**src/rtl/alm_soa.sv**
```systemverilog
// Approximate Mitchell logarithmic multiplier whose log-fraction adder forces the low M sum bits to one.
// Latency: 1 cycle from in_valid to out_valid. A new operand pair is accepted every cycle.
// Backpressure: none. p holds its last value while in_valid is low.
//
// Ports:
//   clk, rst_n      clock and async active-low reset (clears p and out_valid at once)
//   in_valid, x, y  unsigned N-bit operands, sampled on the rising edge when in_valid=1
//   out_valid, p    registered (2N-1)-bit approximate product
// Optional feature: define ALM_SOA_SAT_EN to clamp overflowing results to all ones.
// Without it, overflowing results wrap modulo 2^(2N-1).
module alm_soa #(
  parameter int N = 9,
  parameter int M = 6
) (
  input  logic             clk,
  input  logic             rst_n,
  input  logic             in_valid,
  input  logic [N-1:0]     x,
  input  logic [N-1:0]     y,
  output logic             out_valid,
  output logic [2*N-2:0]   p
);

  localparam int F  = N - 1;          // fraction width
  localparam int PW = 2 * N - 1;      // product width
  localparam int KW = $clog2(N);      // leading-one position width
  localparam int SW = $clog2(2 * N);  // holds k1+k2+c (max 2N-1)
  localparam int W  = F + 2 * N;      // {1,s} shifted by up to 2N-1, no bits lost

  localparam logic [F-1:0] LO_MASK = F'((1 << M) - 1);
  localparam logic [F-1:0] HI_MASK = ~LO_MASK;

  // Position of the highest set bit; 0 for a zero input (zero is handled separately).
  function automatic logic [KW-1:0] lod(input logic [N-1:0] v);
    logic [KW-1:0] pos;
    pos = '0;
    for (int i = 0; i < N; i++) begin
      if (v[i]) pos = KW'(i);
    end
    return pos;
  endfunction

  logic [KW-1:0] k1, k2;
  logic [N-1:0]  xn, yn;
  logic [F-1:0]  f1, f2, s;
  logic [F:0]    hsum;
  logic          c;
  logic [SW-1:0] sh;
  logic [W-1:0]  shifted;
  logic [PW-1:0] res;

  always_comb begin
    k1 = lod(x);
    k2 = lod(y);
    // Normalize so the leading one lands on bit F; the bits below it are the fraction.
    xn = x << (KW'(F) - k1);
    yn = y << (KW'(F) - k2);
    f1 = xn[F-1:0];
    f2 = yn[F-1:0];
    // Only the upper F-M fraction bits are added. Masked low bits are zero, so
    // no carry can come up from them; they are then forced to one.
    hsum = {1'b0, f1 & HI_MASK} + {1'b0, f2 & HI_MASK};
    c    = hsum[F];
    s    = hsum[F-1:0] | LO_MASK;
    // Antilog: 1.s scaled by 2^(k1+k2+c). The result is then truncated by F bits.
    sh      = SW'(k1) + SW'(k2) + SW'(c);
    shifted = W'({1'b1, s}) << sh;
`ifdef ALM_SOA_SAT_EN
    res = ((shifted >> F) >= W'(1 << PW)) ? '1 : PW'(shifted >> F);
`else
    res = PW'(shifted >> F);
`endif
    if (x == '0 || y == '0) res = '0;
  end

  always_ff @(posedge clk or negedge rst_n) begin
    if (!rst_n) begin
      out_valid <= 1'b0;
      p         <= '0;
    end else begin
      out_valid <= in_valid;
      if (in_valid) p <= res;
    end
  end

endmodule

```
**config.mk**
```make
export PLATFORM = sky130hd
export DESIGN_NAME = alm_soa
export DESIGN_NICKNAME = d
export VERILOG_FILES = /design/src/rtl/alm_soa.sv
export SDC_FILE = /design/constraint.sdc
export NUM_CORES = 1
export LEC_CHECK = 0
export CORE_ASPECT_RATIO = 0.9
export CORE_UTILIZATION = 40
export CTS_BUF_LIST = sky130_fd_sc_hd__clkbuf_4 sky130_fd_sc_hd__clkbuf_8
export CTS_CLUSTER_DIAMETER = 40
export DETAILED_ROUTE_END_ITERATION = 10
export PLACE_DENSITY = 0.74
export SLEW_MARGIN = 20
export SYNTH_ARGS = -nofsm -noshare
export SYNTH_HDL_FRONTEND = slang
export SYNTH_SLANG_ARGS = --single-unit
```
**constraint.sdc**
```tcl
create_clock -name clk -period 1.06 [get_ports clk]
set_input_delay 0.159 -clock clk [delete_from_list [all_inputs] [get_ports clk]]
set_output_delay 0.159 -clock clk [all_outputs]
set_load 0.03 [all_outputs]
```
== After elaboration in Yosys (flattened, before gate mapping) ==
Cells that the tools add are included.
Widths: inputs -> output; s select.
Storage, ports and cells
  RAM bits: 0
  memories kept: 0
  memory bits (read-only): 0
  register bits: 18
  input bits: 21
  latch bits: 0
Operators by class
  $mul: 0
  order comparisons: 0
  muxes and demuxes: 17
  shift-type cells: 3
  divide/modulo/power cells: 0
  add/subtract/negate cells: 5
  bitwise logic cells: 0
  equality and inequality tests: 0
  reductions and logical operators: 3
Operators with widths (number)
  $mux 4: 9
  $shl 9x5->25: 1
  $logic_not 9->1: 2
  $shl 9x4->8: 2
  $mux 17: 1
  $add 8x8->9: 1
  $mux 3: 3
  $sub 4x4->4 const A: 2
  $add 4x4->5: 1
  $add 5x1->5: 1
  $mux 2: 2
  $mux 1: 2
  $logic_or 1x1->1: 1

== Longest topological paths before layout ==
Gate-level depths: netlist (run 1).
  depth after elaboration: 14
  gate-level depth with buffers: 24
  mapped depth without buffers: 21

== Least setup slack after synthesis (run 1) ==
Ideal clock, no wire load.
  path kind: input to register
  start point: input y[6]
  end point: register p[14]
  arrival: 4414 ps
  buffers on the path: 2
  stages on the path: 22
  setup slack: -3480 ps
  path through: buf_6 nor3b_1 nor2_1 nand2_1 inv_1 ha_1 clkbuf_1 o31ai_1 or3_1 a21oi_1 o21ai_0 and3_1 ha_1 inv_1 fa_1 fa_1 fa_1 xnor2_1 nand2b_1 nor2_1 a21oi_1 a221o_1
Between the ends
  word-level cells in the longest chain between the ends: 9
  elaborated cells on any way between the ends: 12
  classes of those cells: add/sub: 4; shift: 2; mux: 4; reduce/logical: 2
RTL lines
  from (decl): RTL line 19  | input logic [N-1:0] y,
  $mux 4 (3 in a row): RTL line 38  | if (v[i]) pos = KW'(i);
  $sub 4x4->4: RTL line 57  | yn = y << (KW'(F) - k2);
  $shl 9x4->8: RTL line 57
  $add 8x8->9: RTL line 62  | hsum = {1'b0, f1 & HI_MASK} + {1'b0, f2 & HI_MASK};
  $add 5x1->5: RTL line 66  | sh = SW'(k1) + SW'(k2) + SW'(c);
  $shl 9x5->25: RTL line 67  | shifted = W'({1'b1, s}) << sh;
  $mux 17 *: RTL line 73  | if (x == '0 || y == '0) res = '0;
  to (signal assigned): RTL line 82  | if (in_valid) p <= res;
  to (decl): RTL line 21  | output logic [2*N-2:0] p
Every way passes the cells marked *; elsewhere a longest branch is shown, timed or not.
A chain may end at the register's enable or synchronous reset.

== Final worst setup path (run 1) ==
  start point: input y[2]
  end point: register p[15]
Between the ends
  word-level cells in the longest chain between the ends: 13
  elaborated cells on any way between the ends: 16
  classes of those cells: add/sub: 4; shift: 2; mux: 8; reduce/logical: 2
RTL lines (RTL line)
  $mux 4 (7 in a row): 38
  $sub 4x4->4: 57
  $shl 9x4->8: 57
  $add 8x8->9: 62
  $add 5x1->5: 66
  $shl 9x5->25: 67
  $mux 17 *: 73
Marks and branches as above.

==> results of run 1 <==
## layout by cell type (no fill, tap or decap), drive strengths merged, types with 3 or more instances in the layout
cell	netlist	layout
xnor2	3	3
mux2i	8	8
nor4	5	5
ha	6	6
or3	3	3
o21ai	17	17
nand2	15	15
nor2b	6	6
nor2	20	20
buf	3	126
dfrtp	18	18
o2bb2ai	8	8
nor3b	5	5
and2	4	4
fa	3	3
clkbuf	6	5
dlymetal6s2s	0	6
a21oi	19	19
clkdlybuf4s50	0	5
a221o	6	6
nor3	8	8
inv	14	14
a21boi	3	3
## layout make-up
type	instances	area, um2	share of cell area, %
tap	60	75.07	2.143
sequential	18	450.4	12.86
clock buffer	4	55.05	1.571
timing repair buffer	140	1202	34.32
multi-input combinational	172	1668	47.61
inverter	14	52.55	1.500
## power by group through the flow
stage / logic [mW] / registers, mW / clock network (mW)
floorplan: 1.77 / 1.55 / 0
global placement: 3.84 / 1.07 / 0
detailed placement: 3.90 / 1.08 / 0
CTS: 4.58 / 1.07 / 0.585
global route: 5.61 / 1.11 / 0.619
finish: 5.37 / 1.09 / 0.568
## worst paths after layout
path | from | to | slack [ns] | cells past startpoint
min | rst_n | p[10] | 0.22 | 2
min in group clk | p[3] | p[3] | 0.50 | 1
max in group asynchronous | rst_n | p[1] | 0.64 | 2
max | y[2] | p[15] | -3.28 | 20
max reg2reg | p[15] | p[15] | 0.13 | 1
min reg2reg | p[3] | p[3] | 0.50 | 1
## state kept, by name, indices dropped and copies added (netlist names)
name       flops
out_valid      1
p             17
## cell families after synthesis
kind of cell,after synthesis
AND/OR/NAND/NOR,76
AO/OA/AOI/OAI,71
buffers and inverters,23
flip-flops,18
multiplexers,11
adder cells (fa/ha/maj),9
XOR/XNOR,5
## timing repair
| action | CTS | global route |
|---|---|---|
| pin swaps | 27 | 30 |
| gates resized for setup | 90 | 45 |
| setup endpoints to repair | 17 | 17 |
| buffers inserted | 11 | 11 |
| hold endpoints to repair | 0 | 0 |
## critical path, cell delays in order
cell                       delay [ns]
sky130_fd_sc_hd__buf_6           0.08
sky130_fd_sc_hd__nor2_2          0.04
sky130_fd_sc_hd__or3_1           0.36
sky130_fd_sc_hd__a21o_1          0.22
sky130_fd_sc_hd__ha_4            0.18
sky130_fd_sc_hd__or3_4           0.37
sky130_fd_sc_hd__and2_4          0.16
sky130_fd_sc_hd__o221ai_2        0.05
sky130_fd_sc_hd__and3_1          0.19
sky130_fd_sc_hd__ha_2            0.17
sky130_fd_sc_hd__inv_2           0.04
sky130_fd_sc_hd__fa_2            0.34
sky130_fd_sc_hd__fa_2            0.39
sky130_fd_sc_hd__fa_2            0.46
sky130_fd_sc_hd__xnor2_4         0.28
sky130_fd_sc_hd__nand2b_1        0.15
sky130_fd_sc_hd__buf_6           0.16
sky130_fd_sc_hd__buf_12          0.12
sky130_fd_sc_hd__nor4_2          0.38
sky130_fd_sc_hd__a221o_1         0.22
## routing by layer
metal / wire, um / GRT usage, %
met1: 3334 / 36.31
met2: 3633 / 45.44
met3: 659 / 7.622
met4: 384 / 4.902
met5: 0 / 0
## per-stage QoR
step	area (um2)	hold slack (ns)	total power [mW]	instances	setup TNS [ns]
after floorplan	1931	-0.1366	3.329	213	-48.52
after global placement	2873	0.4743	4.913	382	-58.01
after detailed placement	2873	0.4782	4.978	382	-60.23
after CTS	3232	0.2171	6.234	397	-47.10
after global routing	3503	0.2429	7.342	408	-52.45
final	3503	0.2206	7.027	408	-51.00
==> impl_results.rst, run 1 <==
.. list-table::
   :header-rows: 1

   * - Metric
     - Value
   * - Nets in the synthesized netlist
     - 243
   * - Hold bufs inserted after CTS
     - 0
   * - Worst voltage drop across the vdd grid
     - 0.001533 V
   * - Layout Area Growth over Synthesis
     - 93.50%
   * - Detailed Route Iter0 Violations
     - 156
   * - Half-perimeter wire length after placement
     - 4479 um
   * - Via count of the first global-routing pass
     - 2164
   * - Element type at the critical path start
     - input pin
   * - Worst Setup End Kind
     - register
   * - Deepest clock path buffer count
     - 2
   * - Post-synth EDFFs
     - 0
   * - Share of the core filled with cells in the final layout
     - 83.18%
   * - Total standard cell area after synthesis
     - 1810 um2
   * - Sum of routed wire length over all layers
     - 8011 um
   * - Number of placement rows
     - 22
   * - Share of synthesized area spent on multiplexers
     - 7.533%
   * - Critical path data arrival time
     - 4.53 ns
   * - Number of antenna violations at the first check in global routing
     - 0
   * - Via count of the routed design
     - 2434
   * - All-Layer GR Usage
     - 27.51%
   * - Layout cells sized above 1
     - 60.06%
   * - Number of warnings reported in the yosys synthesis log
     - 0
   * - First-pass iteration count of the detailed router
     - 5
   * - Clock root cell
     - sky130_fd_sc_hd__clkbuf_8
   * - Minimum clock period after layout
     - 4.338 ns
   * - Height of the die
     - 65.83 um
   * - Dominant combinational cell family by area after synthesis
     - compound AO/OA/AOI/OAI gates
   * - Global route overflow
     - 0
   * - Clock transition time at the flip-flop clock pins of the worst setup and hold paths
     - 0.07 ns
   * - Ant diodes
     - 0
   * - Total of fill cells in the finished design
     - 231
   * - Compound-cell area share of the yosys netlist
     - 26.88%
   * - Starting utilization of the core area
     - 42.99%
   * - List of most frequent post-synthesis cells
     - 20 x sky130_fd_sc_hd__nor2_1, 19 x sky130_fd_sc_hd__a21oi_1, 18 x sky130_fd_sc_hd__dfrtp_1
   * - Number of library cell types mapped by synthesis
     - 54
   * - TritonCTS clock tree
     - built
   * - Post-synth top flop
     - sky130_fd_sc_hd__dfrtp_1
   * - Clock Sink Count
     - 18
   * - RSZ-0062 raised after global routing
     - true
   * - Net load switching power
     - 3.255 mW
   * - Largest cells by area after synthesis
     - sky130_fd_sc_hd__dfrtp_1 25%, sky130_fd_sc_hd__a21oi_1 5.3%, sky130_fd_sc_hd__o21ai_0 4.7%, sky130_fd_sc_hd__mux2i_1 4.4%, sky130_fd_sc_hd__ha_1 4.1%
   * - Clock network fraction of design power
     - 8.1%
   * - XOR/XNOR Fraction of Synth Area
     - 2.833%
   * - Crit share post-route
     - 409.3%
   * - Synthesized instance count
     - 213
   * - Asr flop ratio synth
     - 100.0%
   * - Cell-internal power
     - 3.772 mW
   * - Fmax
     - 230.5 MHz
   * - Final setup vio count
     - 17
   * - Count of buffers from port buffering
     - 38
   * - WS Path Type
     - input pin to register
   * - Power density over the cells
     - 2006 nW/um2
   * - Final worst-path setup slack
     - -3.278 ns
   * - Fin nets
     - 379
   * - Critical path fanouts, max
     - 3
   * - Max-cap check violation count
     - 0
   * - Combinational share of power
     - 76.4%
   * - Final Max Slew Viols
     - 0
   * - Clock Skews
     - 0 ns
   * - Count leader, synth
     - sky130_fd_sc_hd__nor2_1
   * - Violations in the final reports
     - setup timing
   * - Outcome
     - complete, but fails checks
   * - Placement-stage worst setup slack
     - -3.604 ns
   * - Sequential fraction of the synthesis area
     - 24.88%
   * - Clock insertion delay at the later pin of the skew report
     - 0.26 ns
   * - Antenna violation net count after detailed routing
     - 0
   * - Ratio of routed vias to standard cells
     - 5.966
   * - Global-route wire length before repair
     - 10120 um
   * - Min-delay worst type
     - input pin to async pin
   * - Drt wl/cell
     - 19.63 um
   * - Biggest area consumer among synthesized cells
     - sky130_fd_sc_hd__dfrtp_1
   * - Synthesized flop and latch total
     - 18
   * - Number of hold violations in the final report
     - 0
   * - Die area
     - 4800 um2
   * - Number of remaining DRC errors
     - 0
   * - Number of buffers added by the clock tree synthesis step
     - 3
   * - Worst slew margin relative to its limit
     - 65.47%
   * - H-tree depth
     - 1
   * - Horizontal die dimension
     - 72.92 um
   * - Syn_area_per_cell
     - 8.500 um2
   * - Largest net degree at the start of global routing
     - 19
   * - Post-Synth Simple-Gate Area
     - 24.40%
   * - Adder-cell share of the synthesized area
     - 7.464%
   * - Switching share of power
     - 46.32%
   * - I/O pin count
     - 39
   * - Share of power burned in registers
     - 15.6%
   * - Required @ worst endpoint
     - 1.25 ns
   * - Fraction of post-synthesis cell area in the top cell type by area
     - 24.88%
   * - Slew at the pin closest to its max-slew limit
     - 0.5137 ns
   * - Placer congestion estimate
     - 0.9371
   * - Core Area
     - 4212 um2
   * - Leakage power summed over all cells
     - 1.616 nW
Note: power is estimated with default switching activity, not from simulation.
==> run 2, diff against run 1 <==
==> constraint.sdc (replaced) <==
create_clock -name clk -period 4.6 [get_ports clk]
set_input_delay 0.69 -clock clk [delete_from_list [all_inputs] [get_ports clk]]
set_output_delay 0.69 -clock clk [all_outputs]
set_load 0.03 [all_outputs]
==> impl_results.rst, run 2 (synthesized netlist as in run 1, its figures left out) <==
.. list-table::
   :header-rows: 1

   * - Metric
     - Value
   * - Horizontal die dimension
     - 72.92 um
   * - Count of buffers from port buffering
     - 38
   * - Element type at the critical path start
     - input pin
   * - Global-route wire length before repair
     - 9404 um
   * - Ratio of routed vias to standard cells
     - 5.606
   * - Largest registers in the final layout
     - p: 17 flops, out_valid: 1 flops
   * - Largest net degree at the start of global routing
     - 19
   * - Worst-path cell chain
     - buf_6 -> or3_1 -> a21o_1 -> ha_4 -> mux4_2 -> nor3b_1 -> nor3_2 -> fa_2 -> fa_2 -> fa_2 -> xnor2_4 -> nand2b_4 -> nor2_1 -> o21ai_0 -> a32o_1
   * - Via count of the routed design
     - 2136
   * - Half-perimeter wire length after placement
     - 4276 um
   * - End of the worst hold path
     - p[0]
   * - Fmax
     - 220.9 MHz
   * - Deepest clock path buffer count
     - 2
   * - Number of placement rows
     - 22
   * - Outcome
     - complete, no violations
   * - Final setup vio count
     - 0
   * - Commonest cells after routing, fill and taps aside
     - 69 x sky130_fd_sc_hd__buf_4, 22 x sky130_fd_sc_hd__clkdlybuf4s50_1, 18 x sky130_fd_sc_hd__dfrtp_1
   * - Leakage power summed over all cells
     - 1.410 nW
   * - TritonCTS clock tree
     - built
   * - RSZ-0062 raised after global routing
     - true
   * - Layout cells sized above 1
     - 44.24%
   * - Critical path data arrival time
     - 4.67 ns
   * - Worst Setup End Kind
     - register
   * - Worst path buffer plus inverter count
     - 1
   * - Clock transition time at the flip-flop clock pins of the worst setup and hold paths
     - 0.07 ns
   * - Critical path's most frequent cell
     - sky130_fd_sc_hd__fa_2
   * - Min-delay worst type
     - register to register
   * - Worst voltage drop across the vdd grid
     - 0.0003488 V
   * - Antenna violation net count after detailed routing
     - 0
   * - Clock Skews
     - 0 ns
   * - Ant diodes
     - 0
   * - Number of buffers added by the clock tree synthesis step
     - 3
   * - Cell class contributing the biggest share of worst-path delay
     - adder cells
   * - Via count of the first global-routing pass
     - 1941
   * - Crit share post-route
     - 98.42%
   * - Worst slew margin relative to its limit
     - 44.17%
   * - Required @ worst endpoint
     - 4.74 ns
   * - Final instance area
     - 3120 um2
   * - Highest cell delay on the worst timing path
     - 0.50 ns
   * - FF-to-FF path depth
     - 1
   * - Worst hold stages
     - 1
   * - H-tree depth
     - 1
   * - WS Path Type
     - input pin to register
   * - Detailed Route Iter0 Violations
     - 143
   * - Most common library cell in the layout ignoring fill and taps
     - sky130_fd_sc_hd__buf_4
   * - Core Area
     - 4212 um2
   * - Slew at the pin closest to its max-slew limit
     - 0.8348 ns
   * - Clock insertion delay at the later pin of the skew report
     - 0.26 ns
   * - Area used by multi-input combinational logic
     - 1523 um2
   * - Layout Area Growth over Synthesis
     - 72.36%
   * - Max reg flops
     - 17
   * - Area occupied by registers
     - 450.4 um2
   * - Register-to-Register Setup Slack
     - 3.73 ns
   * - Total negative slack
     - 0 ns
   * - Worst flop-to-flop path endpoint
     - p[10]
   * - First-pass iteration count of the detailed router
     - 4
   * - Number of antenna violations at the first check in global routing
     - 0
   * - Sum of routed wire length over all layers
     - 6059 um
   * - Power density over the cells
     - 444.0 nW/um2
   * - Critical path fanouts, max
     - 7
   * - Slowest library cell on the worst path
     - sky130_fd_sc_hd__fa_2
   * - Final Max Slew Viols
     - 0
   * - All-Layer GR Usage
     - 25.59%
   * - Height of the die
     - 65.83 um
   * - Fin nets
     - 352
   * - Reg2reg start
     - p[10]
   * - Clock root cell
     - sky130_fd_sc_hd__clkbuf_8
   * - I/O pin count
     - 39
   * - Register ranked first by flip-flop count
     - p
   * - Starting utilization of the core area
     - 42.99%
   * - Start point of the worst min-delay path
     - p[0]
   * - Minimum clock period after layout
     - 4.527 ns
   * - Number of remaining DRC errors
     - 0
   * - DP Area
     - 2783 um2
   * - Share of the core filled with cells in the final layout
     - 74.09%
   * - Placer congestion estimate
     - 0.9669
   * - Global route overflow
     - 0
   * - Drt wl/cell
     - 15.90 um
   * - Number of hold violations in the final report
     - 0
   * - Die area
     - 4800 um2
   * - Max-cap check violation count
     - 0
   * - Hold slack final
     - 0.4971 ns
   * - Total of fill cells in the finished design
     - 303
   * - Clock Sink Count
     - 18
[run 2: stage by stage]
step | setup slack [ns] | power, mW | instances
2_1_floorplan | -0.01701 | 0.7339 | 213
3_3_place_gp | -0.4869 | 1.119 | 369
3_5_place_dp | -0.5299 | 1.127 | 369
4_1_cts | 0.002378 | 1.325 | 379
5_1_grt | -0.1172 | 1.464 | 381
6_report | 0.07269 | 1.386 | 381
[run 2: worst max path at each step]
stage	start	to	slack (ns)	cells past startpoint
floorplan	y[5]	p[14]	-0.02	19
global placement	y[2]	p[7]	-0.49	20
detailed placement	y[3]	p[7]	-0.53	20
CTS	y[3]	p[7]	0.002	19
global route	y[5]	p[11]	-0.12	16
finish	y[5]	p[6]	0.07	15
[run 2: what timing repair did]
action                                  4_1_cts  5_1_grt
pin swaps                                    15       25
resized for setup                            31       61
setup buffers                                 6        3
endpoints found under the setup margin       17       17
hold buffers                                  0        0
[run 2: layout make-up]
cell class                 instances  area share (%)
timing repair buffer             113           30.91
tap                               60           2.406
sequential                        18           14.43
clock buffer                       4           1.764
multi-input combinational        172           48.80
inverter                          14           1.684
[run 2: power by group]
| group | internal, mW | switching, mW | leakage (nW) |
|---|---|---|---|
| clock | 0.0761 | 0.0549 | 0.0288 |
| sequential | 0.214 | 0.0327 | 0.231 |
| combinational | 0.489 | 0.519 | 1.15 |
| total | 0.779 | 0.607 | 1.41 |
[run 2: per-layer routing]
layer  wire [um]  track usage (%)
met4          68            3.431
met3         354            5.183
met5           0                0
met1        2967            38.30
met2        2668            38.67
==> run 3, diff against run 2 <==
--- a/config.mk
+++ b/config.mk
@@ -10,7 +10,7 @@
 export CTS_BUF_LIST = sky130_fd_sc_hd__clkbuf_4 sky130_fd_sc_hd__clkbuf_8
 export CTS_CLUSTER_DIAMETER = 40
 export DETAILED_ROUTE_END_ITERATION = 10
-export PLACE_DENSITY = 0.74
+export PLACE_DENSITY = 0.77
 export SLEW_MARGIN = 20
 export SYNTH_ARGS = -nofsm -noshare
 export SYNTH_HDL_FRONTEND = slang
==> constraint.sdc (replaced) <==
create_clock -name clk -period 4 [get_ports clk]
set_input_delay 0.6 -clock clk [delete_from_list [all_inputs] [get_ports clk]]
set_output_delay 0.6 -clock clk [all_outputs]
set_load 0.005 [all_outputs]
==> impl_results.rst, run 3 (synthesized netlist as in run 1, its figures left out) <==
.. list-table::
   :header-rows: 1

   * - Metric
     - Value
   * - Outcome
     - complete, but fails checks
   * - Violations in the final reports
     - setup timing
   * - Detailed Route Iter0 Violations
     - 247
   * - Worst slew margin relative to its limit
     - 41.56%
   * - Starting utilization of the core area
     - 42.99%
   * - Via count of the routed design
     - 2603
   * - Most common library cell in the layout ignoring fill and taps
     - sky130_fd_sc_hd__buf_4
   * - Crit share post-route
     - 118.9%
   * - Horizontal die dimension
     - 72.92 um
   * - Max reg flops
     - 17
   * - Startpoint of the most critical setup path
     - y[7]
   * - Leakage power summed over all cells
     - 1.599 nW
   * - Layout cells sized above 1
     - 57.26%
   * - Ratio of routed vias to standard cells
     - 6.333
   * - Height of the die
     - 65.83 um
   * - Power density over the cells
     - 502.1 nW/um2
   * - Clock Sink Count
     - 18
   * - Register ranked first by flip-flop count
     - p
   * - I/O pin count
     - 39
   * - Max-cap check violation count
     - 0
   * - Hold slack final
     - 0.5003 ns
   * - TritonCTS clock tree
     - built
   * - Count of buffers from port buffering
     - 38
   * - Placer congestion estimate
     - 0.8814
   * - Clock insertion delay at the later pin of the skew report
     - 0.26 ns
   * - Via count of the first global-routing pass
     - 2282
   * - Sum of met3 wire segment lengths after detailed routing
     - 854 um
   * - Layout Area Growth over Synthesis
     - 98.83%
   * - Routed length on met2
     - 4153 um
   * - Deepest clock path buffer count
     - 2
   * - Number of placement rows
     - 22
   * - Worst Setup End Kind
     - register
   * - Commonest cells after routing, fill and taps aside
     - 88 x sky130_fd_sc_hd__buf_4, 22 x sky130_fd_sc_hd__clkdlybuf4s50_1, 18 x sky130_fd_sc_hd__dfrtp_1
   * - Antenna violation net count after detailed routing
     - 0
   * - Reg2reg start
     - p[10]
   * - Number of remaining DRC errors
     - 0
   * - Final Max Slew Viols
     - 0
   * - Clock Skews
     - 0 ns
   * - Final worst-path setup slack
     - -0.7577 ns
   * - Slew at the pin closest to its max-slew limit
     - 0.8738 ns
   * - First-pass iteration count of the detailed router
     - 5
   * - Share of the core filled with cells in the final layout
     - 85.47%
   * - H-tree depth
     - 1
   * - Fmax
     - 210.2 MHz
   * - Number of buffers added by the clock tree synthesis step
     - 3
   * - Highest routed metal layer
     - met4
   * - Minimum clock period after layout
     - 4.758 ns
   * - Half-perimeter wire length after placement
     - 4230 um
   * - Ant diodes
     - 0
   * - Critical path fanouts, max
     - 6
   * - Start point of the worst min-delay path
     - p[11]
   * - Min-delay worst type
     - register to register
   * - Drt wl/cell
     - 22.37 um
   * - Clock root cell
     - sky130_fd_sc_hd__clkbuf_8
   * - Post-route met1 wirelength
     - 3525 um
   * - Core Area
     - 4212 um2
   * - Number of hold violations in the final report
     - 0
   * - Fin nets
     - 383
   * - Element type at the critical path start
     - input pin
   * - Final setup vio count
     - 17
   * - Global-route wire length before repair
     - 10830 um
   * - Sum of routed wire length over all layers
     - 9196 um
   * - WS Path Type
     - input pin to register
   * - Number of antenna violations at the first check in global routing
     - 0
   * - Critical path data arrival time
     - 4.89 ns
   * - RSZ-0062 raised after global routing
     - true
   * - Global route overflow
     - 0
   * - Hold bufs inserted after CTS
     - 0
   * - Die area
     - 4800 um2
   * - Largest net degree at the start of global routing
     - 19
   * - Clock transition time at the flip-flop clock pins of the worst setup and hold paths
     - 0.07 ns
   * - Worst voltage drop across the vdd grid
     - 0.0003816 V
   * - All-Layer GR Usage
     - 29.47%
   * - Largest registers in the final layout
     - p: 17 flops, out_valid: 1 flops
   * - Required @ worst endpoint
     - 4.13 ns
run 3: changes by cell type in the layout (fill, tap and decap cells not counted), moves of 4 or more:
cell	previous run	this run
sky130_fd_sc_hd__nor2_4	0	7
sky130_fd_sc_hd__buf_4	69	88
sky130_fd_sc_hd__o2bb2ai_1	8	2
sky130_fd_sc_hd__dlygate4sd2_1	1	7
sky130_fd_sc_hd__a21oi_1	14	10
sky130_fd_sc_hd__clkbuf_2	6	0
sky130_fd_sc_hd__nor2_1	16	12
sky130_fd_sc_hd__o2bb2ai_2	0	6
sky130_fd_sc_hd__dlymetal6s2s_1	8	3
sky130_fd_sc_hd__a21oi_2	5	9
sky130_fd_sc_hd__buf_6	6	17
run 3: final timing paths:
check | to | slack, ns | depth (start not counted)
setup / recovery | p[9] | -0.76 | 21
max in group asynchronous | p[4] | 2.63 | 1
hold / removal | p[11] | 0.50 | 1
setup reg to reg | p[10] | 3.02 | 1
hold reg to reg | p[11] | 0.50 | 1
min in group asynchronous | p[16] | 0.84 | 1
run 3: timing repair:
action,CTS,global route
resized for setup,75,75
setup buffers,16,15
pin swaps,27,39
setup endpoints to repair,17,17
run 3: area by class of cell:
type | count | area (um2)
Clock buffer | 3 | 41.29
Multi-Input combinational cell | 172 | 1727
Inverter | 14 | 55.05
Tap cell | 60 | 75.07
Fill cell | 207 | 611.8
Sequential cell | 18 | 450.4
Timing Repair Buffer | 144 | 1251
run 3: critical path, cell delays in order:
cell	delay (ns)
sky130_fd_sc_hd__dlygate4sd2_1	0.26
sky130_fd_sc_hd__buf_4	0.16
sky130_fd_sc_hd__nor2_4	0.11
sky130_fd_sc_hd__a21o_1	0.20
sky130_fd_sc_hd__ha_4	0.26
sky130_fd_sc_hd__buf_6	0.14
sky130_fd_sc_hd__a21oi_2	0.16
sky130_fd_sc_hd__a21oi_1	0.08
sky130_fd_sc_hd__o311ai_0	0.10
sky130_fd_sc_hd__and3_1	0.22
sky130_fd_sc_hd__ha_2	0.17
sky130_fd_sc_hd__inv_2	0.05
sky130_fd_sc_hd__fa_2	0.37
sky130_fd_sc_hd__fa_2	0.41
sky130_fd_sc_hd__fa_2	0.51
sky130_fd_sc_hd__buf_6	0.16
sky130_fd_sc_hd__o31ai_4	0.26
sky130_fd_sc_hd__nand2_1	0.12
sky130_fd_sc_hd__and2_1	0.18
sky130_fd_sc_hd__mux2i_1	0.20
sky130_fd_sc_hd__o2bb2ai_1	0.13
run 3: where the power goes:
part | switching, mW | internal, mW | total, mW
Clock | 0.0629 | 0.0671 | 0.130
Combinational | 0.677 | 0.703 | 1.38
Sequential | 0.0501 | 0.246 | 0.296
run 3: metal layers:
metal  track usage, %  up-vias
met2            48.36      208
met3            4.878       73
met1            39.46     1241
li1                 -     1081
met4            9.804        0
met5                0        -
run 3: through the flow:
| stage | power [mW] | setup TNS (ns) | worst slack (ns) | instance area [um2] | std cells |
|---|---|---|---|---|---|
| 2_1_floorplan | 0.7584 | -6.040 | -0.4915 | 1931 | 213 |
| 3_3_place_gp | 1.164 | -14.86 | -0.9359 | 2880 | 377 |
| 3_5_place_dp | 1.178 | -16.67 | -1.043 | 2880 | 377 |
| 4_1_cts | 1.432 | -6.582 | -0.4055 | 3186 | 396 |
| 5_1_grt | 1.870 | -12.60 | -0.8822 | 3600 | 411 |
| 6_report | 1.807 | -10.96 | -0.7577 | 3600 | 411 |
